## config.mk

```make
export PLATFORM = sky130hd
export DESIGN_NAME = instruction_sequencer
export DESIGN_NICKNAME = d
export VERILOG_FILES = /design/src/rtl/instruction_sequencer_pkg.sv /design/src/rtl/instruction_sequencer_field_decode.sv /design/src/rtl/instruction_sequencer.sv
export SDC_FILE = /design/constraint.sdc
export NUM_CORES = 1
export LEC_CHECK = 0
export ABC_AREA = 1
export CORE_MARGIN = 2
export CORE_UTILIZATION = 40
export CTS_BUF_LIST = sky130_fd_sc_hd__clkbuf_4
export DETAILED_ROUTE_END_ITERATION = 8
export GPL_ROUTABILITY_DRIVEN = 0
export PLACE_DENSITY = 0.72
export SYNTH_ARGS = -nofsm -noshare
export SYNTH_HDL_FRONTEND = slang
export SYNTH_SLANG_ARGS = --single-unit
```

## constraint.sdc

```tcl
create_clock -name clk -period 1.5 [get_ports clk]
set_input_delay 0.225 -clock clk [delete_from_list [all_inputs] [get_ports clk]]
set_output_delay 0.225 -clock clk [all_outputs]
set_load 0.01 [all_outputs]
```

## src/rtl/instruction_sequencer_pkg.sv

```systemverilog
// Shared encodings for the instruction sequencer: stage and opcode values plus
// the bit positions of each instruction-word field.
package instruction_sequencer_pkg;

  typedef enum logic [2:0] {
    StInstrFetch     = 3'd0,
    StImmFetch       = 3'd1,
    StDecode         = 3'd2,
    StMemoryRead     = 3'd3,
    StAlu            = 3'd4,
    StRegisterUpdate = 3'd5,
    StMemoryWrite    = 3'd6,
    StHalted         = 3'd7
  } stage_e;

  typedef enum logic [4:0] {
    InstrNoOp          = 5'd0,
    InstrLoadImmediate = 5'd1,
    InstrLoad          = 5'd2,
    InstrStore         = 5'd3,
    InstrAluOp         = 5'd4,
    InstrHalt          = 5'd5
  } instr_e;

  localparam int unsigned OpcodeLsb = 0;
  localparam int unsigned OpcodeMsb = 4;
  localparam int unsigned RdLsb     = 5;
  localparam int unsigned RdMsb     = 9;
  localparam int unsigned Rs0Lsb    = 10;
  localparam int unsigned Rs0Msb    = 14;
  localparam int unsigned Rs1Lsb    = 15;
  localparam int unsigned Rs1Msb    = 19;
  localparam int unsigned FuncLsb   = 20;
  localparam int unsigned FuncMsb   = 23;

  function automatic logic is_legal(logic [4:0] op);
    return op <= InstrHalt;
  endfunction

endpackage

```

## src/rtl/instruction_sequencer_field_decode.sv

```systemverilog
// Combinational decode of the held instruction word: opcode, register fields,
// ALU function, legality and the stage that follows DECODE.
module instruction_sequencer_field_decode
  import instruction_sequencer_pkg::*;
(
  input  logic [31:0] ir,
  output logic [4:0]  instr_type,
  output logic [4:0]  rd,
  output logic [4:0]  rs0,
  output logic [4:0]  rs1,
  output logic [3:0]  func,
  output logic        illegal,
  output logic [2:0]  next_stage
);

  logic unused_ir_bits;

  assign instr_type     = ir[OpcodeMsb:OpcodeLsb];
  assign rd             = ir[RdMsb:RdLsb];
  assign rs0            = ir[Rs0Msb:Rs0Lsb];
  assign rs1            = ir[Rs1Msb:Rs1Lsb];
  assign func           = ir[FuncMsb:FuncLsb];
  assign illegal        = !is_legal(instr_type);
  assign unused_ir_bits = ^ir[31:24];

  always_comb begin
    next_stage = StHalted;
    case (instr_type)
      InstrNoOp:          next_stage = StInstrFetch;
      InstrLoadImmediate: next_stage = StRegisterUpdate;
      InstrLoad:          next_stage = StMemoryRead;
      InstrStore:         next_stage = StMemoryWrite;
      InstrAluOp:         next_stage = StAlu;
      default:            next_stage = StHalted;
    endcase
  end

endmodule

```

## src/rtl/instruction_sequencer.sv

```systemverilog
// Per-instruction stage machine feeding register_file_control: fetches one or
// two words, decodes, sequences data-memory phases and counts retirements.
module instruction_sequencer
  import instruction_sequencer_pkg::*;
#(
  parameter int unsigned             PC_WIDTH = 32,
  parameter logic [PC_WIDTH-1:0]     RESET_PC = '0
) (
  input  logic                clk,
  input  logic                rst,
  output logic                imem_req,
  output logic [PC_WIDTH-1:0] imem_addr,
  input  logic                imem_ready,
  input  logic [31:0]         imem_data,
  output logic                dmem_req,
  output logic                dmem_we,
  input  logic                dmem_ready,
  output logic [2:0]          stage,
  output logic [4:0]          current_instruction_type,
  output logic [4:0]          load_imm_reg,
  output logic [4:0]          load_mem_reg,
  output logic [4:0]          alu_op_reg_res,
  output logic [4:0]          load_mem_addr_reg,
  output logic [4:0]          alu_op_reg_0,
  output logic [4:0]          store_data_reg,
  output logic [4:0]          alu_op_reg_1,
  output logic [4:0]          store_addr_reg,
  output logic [3:0]          alu_func,
  output logic [31:0]         load_imm_data,
  output logic [PC_WIDTH-1:0] pc,
  output logic                halted,
  output logic                illegal_instr,
  output logic [31:0]         instr_count
);

  localparam logic [PC_WIDTH-1:0] PcOne = {{(PC_WIDTH-1){1'b0}}, 1'b1};

  stage_e              state_q;
  logic [PC_WIDTH-1:0] pc_q;
  logic [31:0]         ir_q;
  logic [31:0]         imm_q;
  logic                illegal_q;
  logic [31:0]         count_q;

  logic [4:0] dec_type;
  logic [4:0] dec_rd;
  logic [4:0] dec_rs0;
  logic [4:0] dec_rs1;
  logic [3:0] dec_func;
  logic       dec_illegal;
  logic [2:0] dec_next_stage;

  instruction_sequencer_field_decode u_decode (
    .ir         (ir_q),
    .instr_type (dec_type),
    .rd         (dec_rd),
    .rs0        (dec_rs0),
    .rs1        (dec_rs1),
    .func       (dec_func),
    .illegal    (dec_illegal),
    .next_stage (dec_next_stage)
  );

  always_ff @(posedge clk) begin
    if (rst) begin
      state_q   <= StInstrFetch;
      pc_q      <= RESET_PC;
      ir_q      <= '0;
      imm_q     <= '0;
      illegal_q <= 1'b0;
      count_q   <= '0;
    end else begin
      unique case (state_q)
        StInstrFetch: begin
          if (imem_ready) begin
            ir_q    <= imem_data;
            pc_q    <= pc_q + PcOne;
            state_q <= (imem_data[OpcodeMsb:OpcodeLsb] == InstrLoadImmediate) ? StImmFetch
                                                                              : StDecode;
          end
        end
        StImmFetch: begin
          if (imem_ready) begin
            imm_q   <= imem_data;
            pc_q    <= pc_q + PcOne;
            state_q <= StDecode;
          end
        end
        StDecode: begin
          state_q <= stage_e'(dec_next_stage);
          if (dec_illegal) illegal_q <= 1'b1;
          // NO_OP and HALT retire here; every other legal opcode retires later.
          if (dec_type == InstrNoOp || dec_type == InstrHalt) count_q <= count_q + 32'd1;
        end
        StMemoryRead: begin
          if (dmem_ready) state_q <= StRegisterUpdate;
        end
        StAlu: state_q <= StRegisterUpdate;
        StRegisterUpdate: begin
          state_q <= StInstrFetch;
          count_q <= count_q + 32'd1;
        end
        StMemoryWrite: begin
          if (dmem_ready) begin
            state_q <= StInstrFetch;
            count_q <= count_q + 32'd1;
          end
        end
        StHalted: state_q <= StHalted;
      endcase
    end
  end

  assign imem_req  = (state_q == StInstrFetch) || (state_q == StImmFetch);
  assign imem_addr = pc_q;
  assign dmem_req  = (state_q == StMemoryRead) || (state_q == StMemoryWrite);
  assign dmem_we   = (state_q == StMemoryWrite);

  assign stage                    = state_q;
  assign current_instruction_type = dec_type;
  assign load_imm_reg             = dec_rd;
  assign load_mem_reg             = dec_rd;
  assign alu_op_reg_res           = dec_rd;
  assign load_mem_addr_reg        = dec_rs0;
  assign alu_op_reg_0             = dec_rs0;
  assign store_data_reg           = dec_rs0;
  assign alu_op_reg_1             = dec_rs1;
  assign store_addr_reg           = dec_rs1;
  assign alu_func                 = dec_func;
  assign load_imm_data            = imm_q;
  assign pc                       = pc_q;
  assign halted                   = (state_q == StHalted);
  assign illegal_instr            = illegal_q;
  assign instr_count              = count_q;

endmodule
```

======== Word-level counts from Yosys, hierarchy flattened ========
Cells that the tools add are included.
operators by class
  $lt $le $gt $ge ......................... 1
  add/subtract/negate cells ............... 2
  shift operators ......................... 0
  reductions and logical operators ........ 13
  div/mod/pow operators ................... 0
  mux-type cells .......................... 10
  multipliers ............................. 0
  equality and inequality tests ........... 18
  bitwise operators ....................... 1
operators by type and width
  operator               number
  $pmux 32 s3            1
  $add 32x1->32 const B  2
  $mux 32                2
  $pmux 3 s8             1
  $pmux 3 s5             1
  $eq 3x3->1 const B     4
  $mux 3                 4
  $eq 5x1->1 const B     2
  $eq 5x2->1 const B     2
  $eq 5x3->1 const B     2
  $ne 2x2->1 const B     4
  $reduce_and 2->1       4
  $eq 3x2->1 const B     2
  $le 5x3->1 const B     1
  $logic_not 5->1        1
  $reduce_and 4->1       1
  $eq 3x1->1 const B     1
  $logic_not 3->1        1
  $logic_or 1x1->1       3
  $reduce_and 3->1       1
  $reduce_bool 3->1      1
  $mux 2                 1
  $ne 2x1->1 const B     1
  $reduce_or 2->1        1
  $not 1->1              1
word-level totals
  memory bits (read-only) ................. 0
  bits in writable memories ............... 0
  flip-flop bits (word level) ............. 124
  memories kept ........................... 0
  input bits .............................. 36
  latch bits .............................. 0
  logic and storage cells ................. 51
  output and inout bits ................... 185

======== Logic depth before layout (Yosys ltp) ========
Gate-level depths: netlist (run 1).
  depth after elaboration ................. 4
  depth in mapped cells ................... 10
  depth with buffers taken out ............ 10

======== Hierarchy ========
From an unflattened synthesis (run 1), not the netlist that was laid out.
unflattened totals
  cells, all modules ...................... 1060
  area total of the unflattened synthesis .. 6988.0 µm²
by module, submodules not included
  module                              sequential area each (µm²)  instances  cells an instance  area an instance (µm²)
  instruction_sequencer               2642.5                      1          1025               6746.5
  instruction_sequencer_field_decode  0.0                         1          35                 241.5

======== Worst setup path after synthesis (run 1) ========
OpenSTA, ideal clock, no wires.
  kind .................................... register to register
  start point ............................. reg pc_q[0] (netlist: imem_addr[0])
  end point ............................... reg pc_q[20] (netlist: imem_addr[20])
  path buffers ............................ 0
  data required time ...................... 1.372 ns
  setup time .............................. 0.128 ns
  clock period less this slack ............ 1.615 ns
  stages on the path, launching flop included .. 11
  arrival ................................. 1.488 ns
  setup slack ............................. -0.115 ns
  path through ............................ dfxtp_1 > ha_1 > inv_1 > nor2_4 > nand2_1 > nor2_1 > nand3_2 > nor2_1 > nand2_1 > nand2_1 > nor2_1
between the ends
  word-level cells in the longest chain between the ends .. 1
ends and longest elaborated chain
  item                    line                                                      text
  start, declared         instruction_sequencer.sv:39                               logic [PC_WIDTH-1:0] pc_q;
  start signal, assigned  instruction_sequencer.sv:77                               pc_q <= pc_q + PcOne;
  start signal, assigned  instruction_sequencer.sv:85                               pc_q <= pc_q + PcOne;
  $add 32x1->32           instruction_sequencer.sv:77, instruction_sequencer.sv:85
Every way passes these cells.
A chain may end at the register's enable or synchronous reset.

======== Worst setup path after layout (run 1) ========
  start point ............................. reg state_q[1] (netlist: stage[1])
  end point ............................... out dmem_req
between the ends
  word-level cells in the longest chain between the ends .. 2
  elaborated cells on any way between the ends .. 3
  classes of those cells .................. 2 x eq/ne; 1 x reduce/logical
ends and longest elaborated chain
  item                                             line                          text
  start, declared                                  instruction_sequencer.sv:38   stage_e state_q;
  start signal, assigned                           instruction_sequencer.sv:66   state_q <= StInstrFetch;
  start signal, assigned                           instruction_sequencer.sv:78   state_q <= (imem_data[OpcodeMsb:OpcodeLsb] == InstrLoadImmediate) ? StImmFetch
  start signal, assigned                           instruction_sequencer.sv:86   state_q <= StDecode;
  $eq 3x2->1 / $eq 3x3->1 (equally long branches)  instruction_sequencer.sv:116  assign dmem_req = (state_q == StMemoryRead) || (state_q == StMemoryWrite);
  $logic_or 1x1->1 *                               instruction_sequencer.sv:116
  end, declared                                    instruction_sequencer.sv:15   output logic dmem_req,
Mark *: on every way between the ends. The rest lies on a longest branch, timed or not.

==> results of run 1 <==
[final cells by class]
type / instances / area [µm²]
fillers: 1379 / 5515
flip-flops and latches: 124 / 2648
repair inverters: 3 / 52.55
diodes: 1 / 2.502
multi-input cells: 749 / 4076
inverters: 72 / 300.3
clock buffers: 17 / 127.6
well taps: 220 / 275.3
repair buffers: 388 / 3313
clock inverters: 15 / 214.0
[logic make-up (layout without fill, tap and decap cells)]
family / Yosys count / in the layout / share of synthesized area (%)
fa+ha+maj: 2 / 2 / 0.3720
xor+xnor: 17 / 17 / 2.214
buf+inv: 164 / 495 / 13.45
compound gates: 137 / 137 / 10.55
flops: 124 / 124 / 36.91
other cells: 0 / 1 / 0
simple gates: 592 / 593 / 36.50
[state kept, by name, indices dropped and copies added (netlist names)]
signal / flops
ir_q: 24
illegal_instr: 1
instr_count: 32
imem_addr: 32
stage: 3
load_imm_data: 32
[critical path, delay by kind of cell (launching register included)]
kind	cells	cell delay (ns)
buffers and inverters	3	0.29
DFF	1	0.39
and+or+nand+nor	3	0.19
[routing by layer]
metal	share of wire, %	up-vias
met1	38	3688
li1	-	3879
met2	51	328
met4	2.8	0
met3	7.5	55
met5	0	-
[cells in the mapped netlist]
cell type / count / area share, %
nor3_1: 5 / 0.37
nand4_1: 6 / 0.56
inv_1: 69 / 3.9
nor2_2: 7 / 0.65
o21ai_2: 1 / 0.13
buf_1: 3 / 0.17
xnor2_1: 4 / 0.52
nor2_1: 185 / 10
nand2_4: 1 / 0.17
nand2_2: 3 / 0.28
nand3_1: 57 / 4.2
o21ai_1: 1 / 0.074
inv_2: 2 / 0.11
clkbuf_1: 15 / 0.84
o21bai_1: 2 / 0.22
buf_2: 8 / 0.60
dfxtp_1: 124 / 37
inv_6: 1 / 0.13
ha_1: 2 / 0.37
nand4_2: 1 / 0.19
a22oi_1: 1 / 0.11
nor3b_1: 1 / 0.11
o21ai_0: 49 / 3.6
nand3_4: 2 / 0.52
nor2_4: 6 / 1.0
a21oi_1: 79 / 5.9
xor2_1: 13 / 1.7
a21oi_2: 1 / 0.13
nand2_1: 314 / 18
buf_4: 59 / 6.6
a31oi_1: 2 / 0.19
nand3_2: 3 / 0.45
nand3b_1: 1 / 0.11
buf_6: 7 / 1.2
o21bai_2: 1 / 0.17
[power breakdown]
part           switching [µW]  internal (µW)  total (µW)
Combinational            3310           2860        6170
Clock                    1440           1360        2800
Sequential                316           3670        3990
[how the worst max path moves through the flow]
stage,start,end,depth (start not counted)
5_1_grt,stage[0],dmem_req,6
3_3_place_gp,imem_ready,imem_addr[12],8
6_report,stage[1],dmem_req,6
4_1_cts,stage[0],dmem_req,6
2_1_floorplan,imem_addr[0],imem_addr[20],10
3_5_place_dp,imem_ready,imem_addr[12],8
[stage by stage]
step | cells | worst slack [ns]
after floorplan | 1036 | 0.02119
after detailed placement | 1484 | -0.2661
after global routing | 1589 | -0.2277
after global placement | 1484 | -0.2208
final | 1589 | -0.1410
after CTS | 1575 | -0.2223
[what timing repair did]
action | in CTS | in global routing
resized for setup | 563 | 277
hold buffers | 0 | 0
cloned | 6 | 4
setup buffers | 53 | 10
pin swaps | 6 | 60
endpoints found under the setup margin | 262 | 138
[placed cells by master (no fill, tap or decap), drive strengths merged, types with 6 or more instances in the layout]
| master | n |
|---|---|
| nand4 | 7 |
| nand2 | 319 |
| dlygate4sd2 | 93 |
| inv | 77 |
| clkinv | 6 |
| o21ai | 51 |
| nand3 | 62 |
| a21oi | 80 |
| clkdlybuf4s50 | 34 |
| clkbuf | 31 |
| clkdlybuf4s15 | 14 |
| nor2 | 198 |
| xor2 | 13 |
| buf | 233 |
| dfxtp | 124 |
==> impl_metrics.py, run 1 <==
metrics = {
    "run": {
        "cap_violations": 0,
    },
    "floorplan": {
        "start_util_pct": 40.70,
        "io_pins": 221,
        "fp.dieW_um": 133.7,
        "die_height_um": 133.7,
        "die_area_mm2": 0.01787,
        "core_area_mm2": 0.01652,
        "num_rows": 47,
    },
    "yosys": {
        "yosysSeqAreaShare_pct": 36.91,
        "netlist_instances": 1036,
        "synth_nets": 1074,
        "yosys.cell_types.count": 35,
        "netlist_area_mm2": 0.006725,
        "ys_ff_latch": 124,
        "postSynthAreaPerCell_um2": 6.492,
        "yosys_warnings": 0,
    },
    "power": {
        "worst_ir_drop_vdd_mv": 0.8117,
        "p_total_uw": 12950,
        "p_leak_uw": 0.004999,
        "powerDensity_mw_per_mm2": 1176,
    },
    "global_route": {
        "grt_pass1_wl_um": 35290,
        "grt_max_degree": 66,
        "busiest_layer": "met2",
        "grt_pass1_vias": 7397,
        "grtUsageTotal_pct": 24.66,
        "grt.overflow.total": 0,
        "grtUsageMet1_pct": 28.54,
        "use_met2_pct": 43.13,
        "antenna_found_initial": 1,
        "met3_usage_pct": 6.240,
    },
    "drt": {
        "drtIter0Drc": 420,
        "via_per_inst": 5.003,
        "drc": 0,
        "vias": 7950,
        "drt-pass1-iter-count": 7,
        "antenna_left": 0,
        "wl_per_cell_um": 15.04,
        "wirelength_um": 23900,
    },
    "sta": {
        "finalCritPeriodShare_pct": 109.4,
        "fin_tns_setup_ns": -3.885,
        "worst_slew_pin_slew_ns": 0.4227,
        "drv_slew": 0,
        "rsz0062_at_grt": "yes",
        "setup_ws_ns": -0.1410,
        "hold_viol": 0,
        "fin_worst_skew_ns": 0.02603,
        "min_period_ns": 1.641,
        "finalSetupViolCount": 79,
        "clock.fmax_mhz": 609.4,
        "holdWs_ns": 0.1997,
        "relSlewSlack_pct": 71.82,
    },
    "cts": {
        "htree_levels": 4,
        "clock_sinks": 124,
        "clkTransAtPathRegs_ns": 0.14,
        "cts_buffers": 17,
        "cts_buffer_depth": 2,
        "worstSkewPairLatency_ns": 0.55,
        "root_buffer": "clkbuf_4",
        "tritoncts": "built",
    },
    "critical_path": {
        "rr_worst_depth": 9,
        "worstPathMaxFanout": 4,
        "r2r-start": "stage[1]",
        "worst_r2r_endpoint": "instr_count[15]",
        "rrSetupSlack_ns": -0.11,
        "required_ns": 1.27,
        "worst_path_max_delay_cell": "dfxtp_4",
        "crit_chain": "buf_6, nand2_4, inv_2, nand2_2, nand2_2, buf_6",
        "cpPeakStageDelay_ns": 0.39,
        "arrival_ns": 1.42,
        "crit_type": "register to output pin",
        "endpoint_kind": "output pin",
        "cp-start-kind": "register",
    },
    "placed_design": {
        "portBuffers": 220,
        "dpl-instance-area_mm2": 0.009388,
        "dp_hpwl_um": 15400,
    },
    "final_layout": {
        "nets": 1393,
        "fin_area_mm2": 0.01101,
        "fin_util_pct": 66.62,
        "drive_gt1_share_pct": 40.64,
        "areaGrowthSynthToFinish_pct": 63.70,
    },
    "min_path": {
        "hold_class": "primary input to register",
        "min_from": "rst",
        "holdPathEnd": "instr_count[16]",
        "hold_depth": 3,
    },
    "run_status": {
        "outcome": "finished, violations left",
        "violations": "setup timing",
    },
}
Power figures use the tool's default switching activity.
==> inputs of run 2 (changes only) <==
--- a/config.mk
+++ b/config.mk
@@ -8,9 +8,9 @@
 export ABC_AREA = 1
 export CORE_MARGIN = 2
 export CORE_UTILIZATION = 40
-export CTS_BUF_LIST = sky130_fd_sc_hd__clkbuf_4
+export CTS_BUF_LIST = sky130_fd_sc_hd__clkbuf_8
 export DETAILED_ROUTE_END_ITERATION = 8
-export GPL_ROUTABILITY_DRIVEN = 0
+export GPL_ROUTABILITY_DRIVEN = 1
 export PLACE_DENSITY = 0.72
 export SYNTH_ARGS = -nofsm -noshare
 export SYNTH_HDL_FRONTEND = slang
==> run 2 against run 1 <==
  * Final area shrank 7.1%
  * Largest cell class unchanged
  * Sequential power is essentially flat
  * The flow still finishes with violations (setup timing)
  * Combinational power shrank 15%
  * Critical path depth grew 5
  * Critical endpoint is now instr_count[15]
==> impl_metrics.py, run 2 (synthesis gave the netlist of run 1 again) <==
metrics = {
    "run_status": {
        "outcome": "finished, violations left",
        "violations": "setup timing",
    },
    "power": {
        "p_comb_share_pct": 41.4,
        "p_sw_share_pct": 36.49,
        "powerDensity_mw_per_mm2": 1234,
        "p_int_uw": 8020,
        "p_sw_uw": 4607,
        "seqPwrFrac_pct": 31.6,
        "worst_ir_drop_vdd_mv": 0.8666,
        "p_leak_uw": 0.004680,
        "clockPowerShare_pct": 27.0,
    },
    "critical_path": {
        "cp-start-kind": "register",
        "required_ns": 1.82,
        "r2r-start": "stage[0]",
        "crit_type": "register to register",
        "crit_chain": "inv_4, nor2_4, buf_4, nand2_2, o21ai_4, buf_6, buf_12, nand2_8, clkbuf_16, nand2_1, a21oi_1",
        "worstPathMaxFanout": 6,
        "worst_path_max_delay_cell": "dfxtp_4",
        "arrival_ns": 1.85,
        "cpPeakStageDelay_ns": 0.38,
        "endpoint_kind": "register",
        "crit_start": "stage[0]",
    },
    "sta": {
        "fin_worst_skew_ns": 0.01456,
        "finalSetupViolCount": 17,
        "relSlewSlack_pct": 76.95,
        "rsz0062_at_grt": "yes",
        "clock.fmax_mhz": 653.9,
        "hold_viol": 0,
        "drv_slew": 0,
        "min_period_ns": 1.529,
        "worst_slew_pin_slew_ns": 0.3458,
        "finalCritPeriodShare_pct": 101.9,
        "setup_ws_ns": -0.02923,
    },
    "cts": {
        "cts_buffer_depth": 2,
        "root_buffer": "clkbuf_8",
        "cts_buffers": 17,
        "clock_sinks": 124,
        "hold_buffers": 0,
        "htree_levels": 4,
        "worstSkewPairLatency_ns": 0.45,
        "clkTransAtPathRegs_ns": 0.08,
        "tritoncts": "built",
    },
    "final_layout": {
        "nets": 1338,
        "final_common_cell": "nand2_1",
        "areaGrowthSynthToFinish_pct": 52.13,
        "drive_gt1_share_pct": 22.54,
        "fin_util_pct": 61.91,
        "layout_common_cells": "nand2_1 (301), dlygate4sd2_1 (178), nor2_1 (160), buf_4 (94), a21oi_1 (77)",
        "antenna_cells": 0,
    },
    "floorplan": {
        "num_rows": 47,
        "die_height_um": 133.7,
        "start_util_pct": 40.70,
        "die_area_mm2": 0.01787,
        "core_area_mm2": 0.01652,
        "io_pins": 221,
        "fp.dieW_um": 133.7,
    },
    "global_route": {
        "grt.overflow.total": 0,
        "grt_pass1_vias": 6926,
        "grt_max_degree": 66,
        "grt_pass1_wl_um": 33260,
        "antenna_found_initial": 0,
        "grtUsageTotal_pct": 23.12,
    },
    "drt": {
        "drc": 0,
        "drtIter0Drc": 560,
        "drt-pass1-iter-count": 5,
        "vias": 7525,
        "antenna_left": 0,
        "via_per_inst": 4.909,
        "wl_per_cell_um": 14.19,
        "wirelength_um": 21760,
    },
    "placed_design": {
        "dp_slack_ns": -0.2474,
        "gp_congestion": 0.9363,
        "portBuffers": 220,
        "dp_hpwl_um": 15350,
    },
    "min_path": {
        "hold_class": "primary input to register",
        "min_from": "rst",
    },
    "run": {
        "cap_violations": 0,
    },
}
## run 2: cell count changes in the layout (fill, tap and decap cells not counted), moves of 20 or more
cell	change
a21oi_1	+25
a21oi_2	-25
buf_2	-60
buf_4	-35
clkbuf_8	+20
dfxtp_1	+21
dlygate4sd2_1	+85
nand2_1	+30
nor2_1	+21
o21ai_0	+37
o21ai_2	-29
## run 2: worst paths after layout
kind                                         to  slack (ns)  cells after the start
worst max register to register  instr_count[15]       -0.03                     11
worst min register to register         ir_q[22]        0.47                      2
worst min-delay path               imem_addr[9]        0.29                      3
worst max-delay path            instr_count[15]       -0.03                     11
## run 2: power by group through the flow
| stage | logic, µW | clock network, µW | registers (µW) |
|---|---|---|---|
| floorplan | 2280 | 0 | 4200 |
| global placement | 4450 | 0 | 4030 |
| detailed placement | 4460 | 0 | 4030 |
| CTS | 4220 | 3460 | 3970 |
| global route | 5650 | 3600 | 4040 |
| finish | 5230 | 3400 | 4000 |
## run 2: layer usage
| layer | global-route usage [%] | part of all wire, % |
|---|---|---|
| met3 | 5.746 | 8.2 |
| met4 | 8.747 | 2.3 |
| met2 | 40.49 | 49 |
| met5 | 0 | 0 |
| met1 | 27.28 | 40 |
## run 2: timing repair
action	CTS	global route
pin swaps	1	22
cloned	0	8
endpoints found under the setup margin	260	88
setup buffers	1	10
gates resized for setup	292	81
## run 2: stage by stage
step / setup TNS, ns / total power, µW / hold WS [ns] / area (µm²) / cells
2_1_floorplan: 0 / 6480 / 0.3733 / 6744 / 1036
3_3_place_gp: -9.239 / 8476 / 0.4564 / 9373 / 1482
3_5_place_dp: -12.30 / 8489 / 0.4601 / 9373 / 1482
4_1_cts: -0.02489 / 11650 / 0.2608 / 9767 / 1515
5_1_grt: -5.139 / 13290 / 0.2828 / 10230 / 1533
6_report: -0.2332 / 12630 / 0.2850 / 10230 / 1533
## run 2: worst max-delay path: cells and delay by family, from the launching register on
family | cells | cell delay (ns)
buf+inv | 5 | 0.55
flops | 1 | 0.38
simple gates | 4 | 0.32
compound gates | 2 | 0.14
## run 2: cell type report
cell class	count	area, µm²
clock inverter	12	183.9
sequential	124	2586
multi-input combinational	750	3625
inverter	72	285.3
timing repair inverter	3	33.78
timing repair buffer	332	2967
fill	1502	6294
clock buffer	20	275.3
tap	220	275.3
==> inputs of run 3 (changes only) <==
--- a/config.mk
+++ b/config.mk
@@ -12,6 +12,7 @@
 export DETAILED_ROUTE_END_ITERATION = 8
 export GPL_ROUTABILITY_DRIVEN = 1
 export PLACE_DENSITY = 0.72
+export SLEW_MARGIN = 20
 export SYNTH_ARGS = -nofsm -noshare
 export SYNTH_HDL_FRONTEND = slang
 export SYNTH_SLANG_ARGS = --single-unit
==> results of run 3 <==
No change in the layout: final DEF, timing and power equal those of run 2.
